`src/rtl/pdm_decoder.sv`:
```
// PDM receiver: CIC decimator (integrators at bit rate, combs at R-decimated rate) plus saturation.
// Define PDM_DECODER_SYNC_EN to put din through a two-flop synchronizer for off-chip sources.
module pdm_decoder #(
  parameter int unsigned NBITS      = 24,
  parameter int unsigned LOG2_DECIM = 8,
  parameter int unsigned ORDER      = 3
) (
  input  logic             CLOCK_50,
  input  logic             reset,
  input  logic             enable,
  input  logic             din,
  output logic [NBITS-1:0] dout,
  output logic             dout_valid,
  output logic             clip
);

  localparam int unsigned W     = ORDER * LOG2_DECIM + 1;
  localparam int unsigned SHIFT = ORDER * LOG2_DECIM - NBITS;

  if (ORDER < 1 || ORDER > 4) begin : g_bad_order
    $error("pdm_decoder: ORDER must be in 1..4");
  end
  if (ORDER * LOG2_DECIM < NBITS) begin : g_bad_width
    $error("pdm_decoder: ORDER*LOG2_DECIM must be >= NBITS");
  end

  logic x_q;
  logic en_q;

`ifdef PDM_DECODER_SYNC_EN
  logic din_meta_q;
  logic en_meta_q;

  // enable is delayed alongside din so it keeps qualifying the same bit
  always_ff @(posedge CLOCK_50 or posedge reset) begin
    if (reset) begin
      din_meta_q <= 1'b0;
      en_meta_q  <= 1'b0;
      x_q        <= 1'b0;
      en_q       <= 1'b0;
    end else begin
      din_meta_q <= din;
      en_meta_q  <= enable;
      x_q        <= din_meta_q;
      en_q       <= en_meta_q;
    end
  end
`else
  always_ff @(posedge CLOCK_50 or posedge reset) begin
    if (reset) begin
      x_q  <= 1'b0;
      en_q <= 1'b0;
    end else begin
      x_q  <= din;
      en_q <= enable;
    end
  end
`endif

  logic [LOG2_DECIM-1:0] cnt_q;
  logic [W-1:0]          integ_q [ORDER];
  logic                  strobe;

  assign strobe = en_q && (cnt_q == '1);

  // Integrators wrap modulo 2^W by design; the combs undo the wrap.
  always_ff @(posedge CLOCK_50 or posedge reset) begin
    if (reset) begin
      cnt_q <= '0;
      for (int unsigned k = 0; k < ORDER; k++) integ_q[k] <= '0;
    end else if (en_q) begin
      cnt_q      <= cnt_q + LOG2_DECIM'(1);
      integ_q[0] <= integ_q[0] + W'(x_q);
      for (int unsigned k = 1; k < ORDER; k++) integ_q[k] <= integ_q[k] + integ_q[k-1];
    end
  end

  logic [W-1:0]   comb_q  [ORDER+1];
  logic [W-1:0]   delay_q [ORDER];
  logic [ORDER:0] stage_vld_q;

  // The comb pipeline ignores enable so a started sample always completes.
  always_ff @(posedge CLOCK_50 or posedge reset) begin
    if (reset) begin
      stage_vld_q <= '0;
      for (int unsigned k = 0; k <= ORDER; k++) comb_q[k] <= '0;
      for (int unsigned k = 0; k < ORDER; k++) delay_q[k] <= '0;
    end else begin
      stage_vld_q <= {stage_vld_q[ORDER-1:0], strobe};
      if (strobe) comb_q[0] <= integ_q[ORDER-1];
      for (int unsigned k = 1; k <= ORDER; k++) begin
        if (stage_vld_q[k-1]) begin
          comb_q[k]    <= comb_q[k-1] - delay_q[k-1];
          delay_q[k-1] <= comb_q[k-1];
        end
      end
    end
  end

  logic [W-1:0] y;
  logic         sat;

  assign y   = comb_q[ORDER] >> SHIFT;
  assign sat = |y[W-1:NBITS];

  always_ff @(posedge CLOCK_50 or posedge reset) begin
    if (reset) begin
      dout       <= '0;
      dout_valid <= 1'b0;
      clip       <= 1'b0;
    end else begin
      dout_valid <= stage_vld_q[ORDER];
      if (stage_vld_q[ORDER]) begin
        dout <= sat ? '1 : y[NBITS-1:0];
        clip <= sat;
      end
    end
  end

endmodule

```
`config.mk`:
```
export PLATFORM = sky130hd
export DESIGN_NAME = pdm_decoder
export DESIGN_NICKNAME = d
export VERILOG_FILES = /design/src/rtl/pdm_decoder.sv
export SDC_FILE = /design/constraint.sdc
export NUM_CORES = 1
export LEC_CHECK = 0
export BUFFER_PORTS_ARGS = -buffer_cell sky130_fd_sc_hd__buf_2
export CORE_MARGIN = 2
export CORE_UTILIZATION = 55
export CTS_BUF_LIST = sky130_fd_sc_hd__clkbuf_4 sky130_fd_sc_hd__clkbuf_8
export CTS_CLUSTER_DIAMETER = 80
export DETAILED_ROUTE_END_ITERATION = 12
export PLACE_DENSITY = 0.71
export SETUP_SLACK_MARGIN = 0.05
export SYNTH_ARGS = -nofsm -noshare
export SYNTH_HDL_FRONTEND = slang
export SYNTH_SLANG_ARGS = --single-unit
```
`constraint.sdc`:
```
create_clock -name CLOCK_50 -period 20.9 [get_ports CLOCK_50]
set_input_delay 3.135 -clock CLOCK_50 [delete_from_list [all_inputs] [get_ports CLOCK_50]]
set_output_delay 3.135 -clock CLOCK_50 [all_outputs]
set_load 0.005 [all_outputs]
```
==> impl_results.md, run 1 <==
- First DRT Iteration DRCs: 559
- DR WL/cell: ~13 um
- Hold slack: 0.472 ns
- Initial antenna violation count: 0
- Initial Utilization: 55.5%
- Reg area: approximately 0.0073 mm^2
- CTS Root Cell: clkbuf_8
- Share of layout cells above drive strength 1: 13.3%
- Post-Syn Nets: around 1800
- Remaining DRCs: 0
- # hold bufs at CTS: 0
- Synth area leader: dfrtp_1
- Final min period: approximately 5.2 ns
- RSZ-0062 raised after global routing: false
- DIE AREA: just over 0.03 mm^2
- Postcts setup bufs: 0
- Final GP Congestion: roughly 0.9
- Vias in the first global route: about 11000
- Post-synth EDFFs: 0
- Nets: between 1500 and 2000
- Vias per std cell: about 5.4
- Warnings from Yosys: 0
- Io pins: 30
- Ant diodes: 0
- Sw Ratio: ~28%
- Synthesized cell area: between 0.015 and 0.02 mm^2
- PnR Total Power: 1.47 mW
- Die Ht: about 180 um
- Comb pwr share: approximately a fifth
- Number of nets with antenna violations after routing: 0
- Final setup violation count: 0
- Largest net degree at the start of global routing: ~140
- Post-route insts no fill: roughly 2200
- Number of max-cap violations: 0
- Core area: between 0.02 and 0.03 mm^2
- Main synth FF type: dfrtp_1
- Final Hold Vio Count: 0
- Post-CTS Resized: 0
- Placement Rows: 63
- WS Path Type: input pin to asynchronous set/reset pin
- Fmax: 194 MHz
- Count of input and output buffers: 29
- Power share of the sequential group: a little over two fifths
- Clock Tree Buf Depth: 3
- Fillers: between 2000 and 3000
- Routed vias: about 12000
- Switching power total: 407 uW
- Pint: around 1.1 mW
- Global Route Usage Sum: between 15 and 20%
- TNS Setup: 0 ns
- Netlist cell types: 64
- CTS H-tree lvls: 2
- Total iterations of the first detailed-routing run: 5
- First-pass GRT wire length: 49.5 mm
- Mean post-synth cell area: between 9 and 10 um^2
- Hold Path Class: register to register
- Status: completed
- Crit share post-route: between 20% and 30%
- Placed cells: around 2100
- Power density over cell area: just over 80 mW/mm^2
- Final Skew: about 0.026 ns
- CTS tree: built
- Crit path arrival time: about 5.7 ns
- Worst-skew pair later-pin latency: around 0.56 ns
- Slew Viols, Final: 0
- CTS buffer count: 49
- Top post-synthesis cells by area: dfrtp_1, ha_1, mux2_2
- CP endpoint kind: asynchronous set/reset pin
- CP startpoint kind: input pin
- Yosys reg bits: 290
- Yosys top cell area share: 44.4%
- Area Growth Syn to Fin: 9.76%
- Sink Count: between 200 and 300
- Clk slew on worst S/H paths: ~0.06 ns
- Ys async rst share: 100%
- Required time worst endpoint: ~21 ns
- WL final: 28.0 mm
- Dpl hpwl: around 20 mm
- Seq/Total Area, Yosys: around 44%
- Synth Instances: 1686
- Leakage: roughly 8.9 nW
- Worst VDD drop: approximately 0.000067 V
- Area of the multi-input gates: between 0.008 and 0.009 mm^2
- Grt ovf: 0
- Crit-path max FO: around 140
- Die width: between 150 and 200 um
- Slew HR: a little under a third
- Slew @ Worst Pin: ~1 ns
- Clk pwr share: between 30% and 40%
[synth_stat cells, types with 3 or more instances]
library cell,number
fa_1,5
nor3_1,20
o31ai_1,5
nand4_1,22
and2_1,3
nand3_1,30
xor2_1,46
and3_1,10
a21oi_1,122
o21bai_1,9
o311ai_0,3
nor4_1,3
nand2_1,225
clkbuf_1,43
a211o_1,7
buf_1,6
ha_1,123
a21boi_0,5
o21a_1,18
nor2b_1,13
o211ai_1,8
o221ai_1,3
a211oi_1,11
a31oi_1,9
xnor2_1,88
nor2_1,116
o21ai_0,130
nand2b_1,15
a21o_1,45
o31a_1,3
a221oi_1,5
o2111ai_1,3
or3_1,4
inv_1,103
mux2_2,95
dfrtp_1,290
[path summary, 6_finish.rpt]
path                                               from                 endpoint  slack (ns)  cells after the start
worst min register to register     cnt_q[5]$_DFFE_PP0P_     cnt_q[5]$_DFFE_PP0P_        0.47                      1
worst max register to register  integ_q[25]$_DFFE_PP0P_  integ_q[47]$_DFFE_PP0P_       17.52                     11
worst min-delay path               cnt_q[5]$_DFFE_PP0P_     cnt_q[5]$_DFFE_PP0P_        0.47                      1
max in group CLOCK_50               dout[0]$_DFFE_PP0P_                  dout[0]       16.70                      1
min in group asynchronous                         reset  delay_q[52]$_DFFE_PP0P_        2.77                      2
worst max-delay path                              reset  delay_q[23]$_DFFE_PP0P_       15.74                      4
[power by group through the flow]
stage	clock network [mW]	logic [mW]	registers [mW]
after global placement	0	0.280	0.651
after detailed placement	0	0.289	0.653
after floorplan	0	0.247	0.641
after global routing	0.578	0.330	0.649
final	0.534	0.293	0.643
after CTS	0.551	0.293	0.643
[cell type report]
class / instances / area share, %
Timing Repair Buffer: 37 / 1.14
Inverter: 105 / 2.24
Clock inverter: 8 / 0.376
Sequential cell: 290 / 40.5
Clock buffer: 79 / 5.61
Multi-Input combinational cell: 1242 / 47.5
Tap cell: 390 / 2.72
[cell families (layout without fill, tap and decap cells)]
kind of cell,after synthesis,count (layout),synth area share (%)
compound gates,415,415,15.8
xor+xnor,134,134,7.18
fa+ha+maj,128,128,10.0
buf+inv,154,229,3.54
flops,290,290,44.4
mux,97,97,6.67
simple gates,468,468,12.4
[registers in the layout (all words and copies together) (netlist names)]
| name | flops |
|---|---|
| comb_q | 75 |
| delay_q | 75 |
| integ_q | 75 |
| y | 25 |
| dout | 24 |
| cnt_q | 8 |
| stage_vld_q | 4 |
| clip | 1 |
| dout_valid | 1 |
| en_q | 1 |
| x_q | 1 |
[cells in the final DEF, fill, tap and decap left out, drive strengths merged, types with 22 or more instances in the layout]
cell type / netlist / layout
dfrtp: 290 / 290
nand2: 225 / 225
a21o: 45 / 45
buf: 6 / 37
mux2: 95 / 95
clkbuf: 43 / 79
xor2: 46 / 46
a21oi: 122 / 122
inv: 103 / 103
nand4: 22 / 22
xnor2: 88 / 88
nand3: 30 / 30
nor2: 116 / 116
ha: 123 / 123
o21ai: 133 / 133
[metrics by stage]
stage	util, %	instance area (um^2)	worst slack, ns
floorplan	-	16400	9.76
global placement	57.2	16900	15.02
detailed placement	57.2	16900	14.96
CTS	60.9	17900	15.57
global route	60.9	17900	15.23
finish	60.9	17900	15.74
[worst max-delay path, stage by stage]
cell,delay (ns)
buf_2,0.13
inv_8,0.59
buf_4,0.84
buf_4,0.86
[routing by layer]
layer  GRT usage [%]  part of all wire (%)  vias to the layer above
li1                -                     -                     5990
met1            22.6                    47                     5382
met2            32.9                    47                      174
met3            3.25                   3.3                       72
met4            6.82                   3.0                        0
met5               0                     0                        -
Power figures use the tool's default switching activity.
==> inputs of run 2 (changes only) <==
--- a/config.mk
+++ b/config.mk
@@ -5,6 +5,7 @@
 export SDC_FILE = /design/constraint.sdc
 export NUM_CORES = 1
 export LEC_CHECK = 0
+export ABC_AREA = 1
 export BUFFER_PORTS_ARGS = -buffer_cell sky130_fd_sc_hd__buf_2
 export CORE_MARGIN = 2
 export CORE_UTILIZATION = 55
==> constraint.sdc (replaced) <==
create_clock -name CLOCK_50 -period 5.18 [get_ports CLOCK_50]
set_input_delay 0.777 -clock CLOCK_50 [delete_from_list [all_inputs] [get_ports CLOCK_50]]
set_output_delay 0.777 -clock CLOCK_50 [all_outputs]
set_load 0.005 [all_outputs]
==> impl_results.md, run 2 <==
- Nets: around 3200
- Vias in the first global route: about 17000
- Number of max-cap violations: 0
- Slew @ Worst Pin: 0.991 ns
- Remaining DRCs: 0
- Hold Path Class: input pin to register
- Netlist cell types: 32
- Yosys reg bits: 290
- Ant diodes: 0
- Die Ht: 195 um
- Vias per std cell: between 5 and 6
- Initial Utilization: 56.1%
- Count of input and output buffers: 29
- CTS Root Cell: clkbuf_8
- Die width: slightly below 200 um
- Share of layout cells above drive strength 1: 4.86%
- Most common cell after layout, fill and taps aside: nand2_1
- # hold bufs at CTS: 0
- Switching power total: 1.66 mW
- Slew Viols, Final: 0
- Placement Rows: between 60 and 70
- Area Growth Syn to Fin: 7.87%
- Most frequent cells in the layout: nand2_1, inv_1, dfrtp_1
- Count leader, synth: nand2_1
- Number of nets with antenna violations after routing: 0
- Crit share post-route: about 50%
- Slew HR: between 30% and 40%
- Crit-path max FO: between 60 and 70
- Final Hold Vio Count: 0
- Status: completed
- Pint: around 3.8 mW
- Sw Ratio: a little over 30%
- Ys async rst share: between 90% and 100%
- WS Path Type: register to register
- Synth cell count leaders: nand2_1, inv_1, dfrtp_1
- Leakage: between 10 and 15 nW
- Top post-synthesis cells by area: dfrtp_1, nand2_1, inv_1
- Main synth FF type: dfrtp_1
- Warnings from Yosys: 0
- CTS buffer count: 50
- WL final: ~50 mm
- Largest net degree at the start of global routing: between 100 and 150
- First-pass GRT wire length: between 80 and 90 mm
- Power density over cell area: 255 mW/mm^2
- Post-Syn Nets: about 3200
- Required time worst endpoint: roughly 5.7 ns
- CP endpoint kind: register
- Initial antenna violation count: 1
- Final Skew: 0.0292 ns
- Io pins: 30
- Post-CTS Resized: 0
- Final worst-path setup slack: about 2.7 ns
- Top Registers: comb_q x75, delay_q x75, integ_q x75
- CP startpoint kind: register
- Mean post-synth cell area: approximately 6.5 um^2
- Core area: 0.0357 mm^2
- CTS tree: built
- Worst VDD drop: between 0.0003 and 0.0004 V
- Dpl hpwl: 38.2 mm
- Dpl ws: approximately 2.6 ns
- Sink Count: 290
- Clk slew on worst S/H paths: around 0.06 ns
- Power share of the sequential group: a little under half
- Final GP Congestion: between 0.9 and 1
- Clock Tree Buf Depth: 3
- PnR Total Power: around 5.5 mW
- Worst-skew pair later-pin latency: 0.64 ns
- Fmax: slightly below 400 MHz
- DR WL/cell: about 14 um
- Yosys top cell area share: between 30% and 40%
- RSZ-0062 raised after global routing: false
- CTS H-tree lvls: 2
- Crit path arrival time: ~3.1 ns
- Post-synth EDFFs: 0
- TNS Setup: 0 ns
- Synth Instances: slightly above 3000
- Seq/Total Area, Yosys: 36.3%
- Final min period: about 2.5 ns
- First DRT Iteration DRCs: 1132
- Final setup violation count: 0
- Clk pwr share: a little under two fifths
- Global Route Usage Sum: between 20 and 30%
- Routed vias: 18200
- Postcts setup bufs: 0
- Fillers: approximately 3500
- Total iterations of the first detailed-routing run: 6
- Synthesized cell area: 0.0200 mm^2
- Grt ovf: 0
- Synth area leader: dfrtp_1
- Comb pwr share: 16.3%
- DIE AREA: about 0.038 mm^2
## run 2: stage by stage
step           std cells  hold WS, ns  utilization [%]  area, um^2
2_1_floorplan       3061        0.352                -       20000
3_5_place_dp        3505        0.462             57.8       20600
5_1_grt             3589        0.228             60.5       21600
4_1_cts             3589        0.214             60.5       21600
6_report            3589        0.261             60.5       21600
3_3_place_gp        3505        0.466             57.8       20600
## run 2: layout make-up
cell class,instances,area [um^2],share of cell area [%]
Multi-Input combinational cell,2176,10500,48.7
Sequential cell,290,7260,33.6
Inverter,541,2030,9.43
Clock buffer,75,926,4.29
Tap cell,461,577,2.67
Timing Repair Buffer,37,230,1.07
Clock inverter,9,53.8,0.249
## run 2: worst paths after layout
check | endpoint | start | cells past startpoint | slack, ns
worst max-delay path | comb_q[26]$_DFFE_PP0P_ | stage_vld_q[1]$_DFF_PP0_ | 2 | 2.65
worst min-delay path | en_q$_DFF_PP0_ | enable | 1 | 0.26
worst max register to register | comb_q[26]$_DFFE_PP0P_ | stage_vld_q[1]$_DFF_PP0_ | 2 | 2.65
worst min register to register | y[22]$_DFFE_PP0P_ | y[22]$_DFFE_PP0P_ | 2 | 0.48
max in group asynchronous | en_q$_DFF_PP0_ | reset | 3 | 4.14
min in group asynchronous | comb_q[51]$_DFFE_PP0P_ | reset | 3 | 0.33
## run 2: logic make-up after synthesis
logic type | synth area share [%]
AOI/OAI and AO/OA | 5.50
adders and majority gates | 8.19
buffers and inverters | 11.2
and+or+nand+nor | 36.3
xor gates and xnor gates | 2.54
DFF | 36.3
## run 2: layer usage
layer  vias to the layer above  share of wire [%]  wire [um]  global-route usage (%)
met3                        83                5.0       2510                    4.77
met5                         -                  0          0                       0
met2                       399                 46      22900                    44.2
li1                       9435                  -          -                       -
met4                         0                2.4       1170                    7.75
met1                      8302                 47      23300                    36.4
## run 2: critical path, cell delays in order (launching register included)
cell      delay (ns)
dfrtp_2         1.02
clkinv_1        0.99
o21ai_0         0.40
## run 2: power groups by stage
stage / Sequential (mW) / Combinational, mW / Clock, mW
floorplan: 2.51 / 0.703 / 0
global placement: 2.56 / 0.867 / 0
detailed placement: 2.56 / 0.886 / 0
CTS: 2.52 / 0.895 / 2.15
global route: 2.53 / 1.04 / 2.24
finish: 2.52 / 0.893 / 2.08
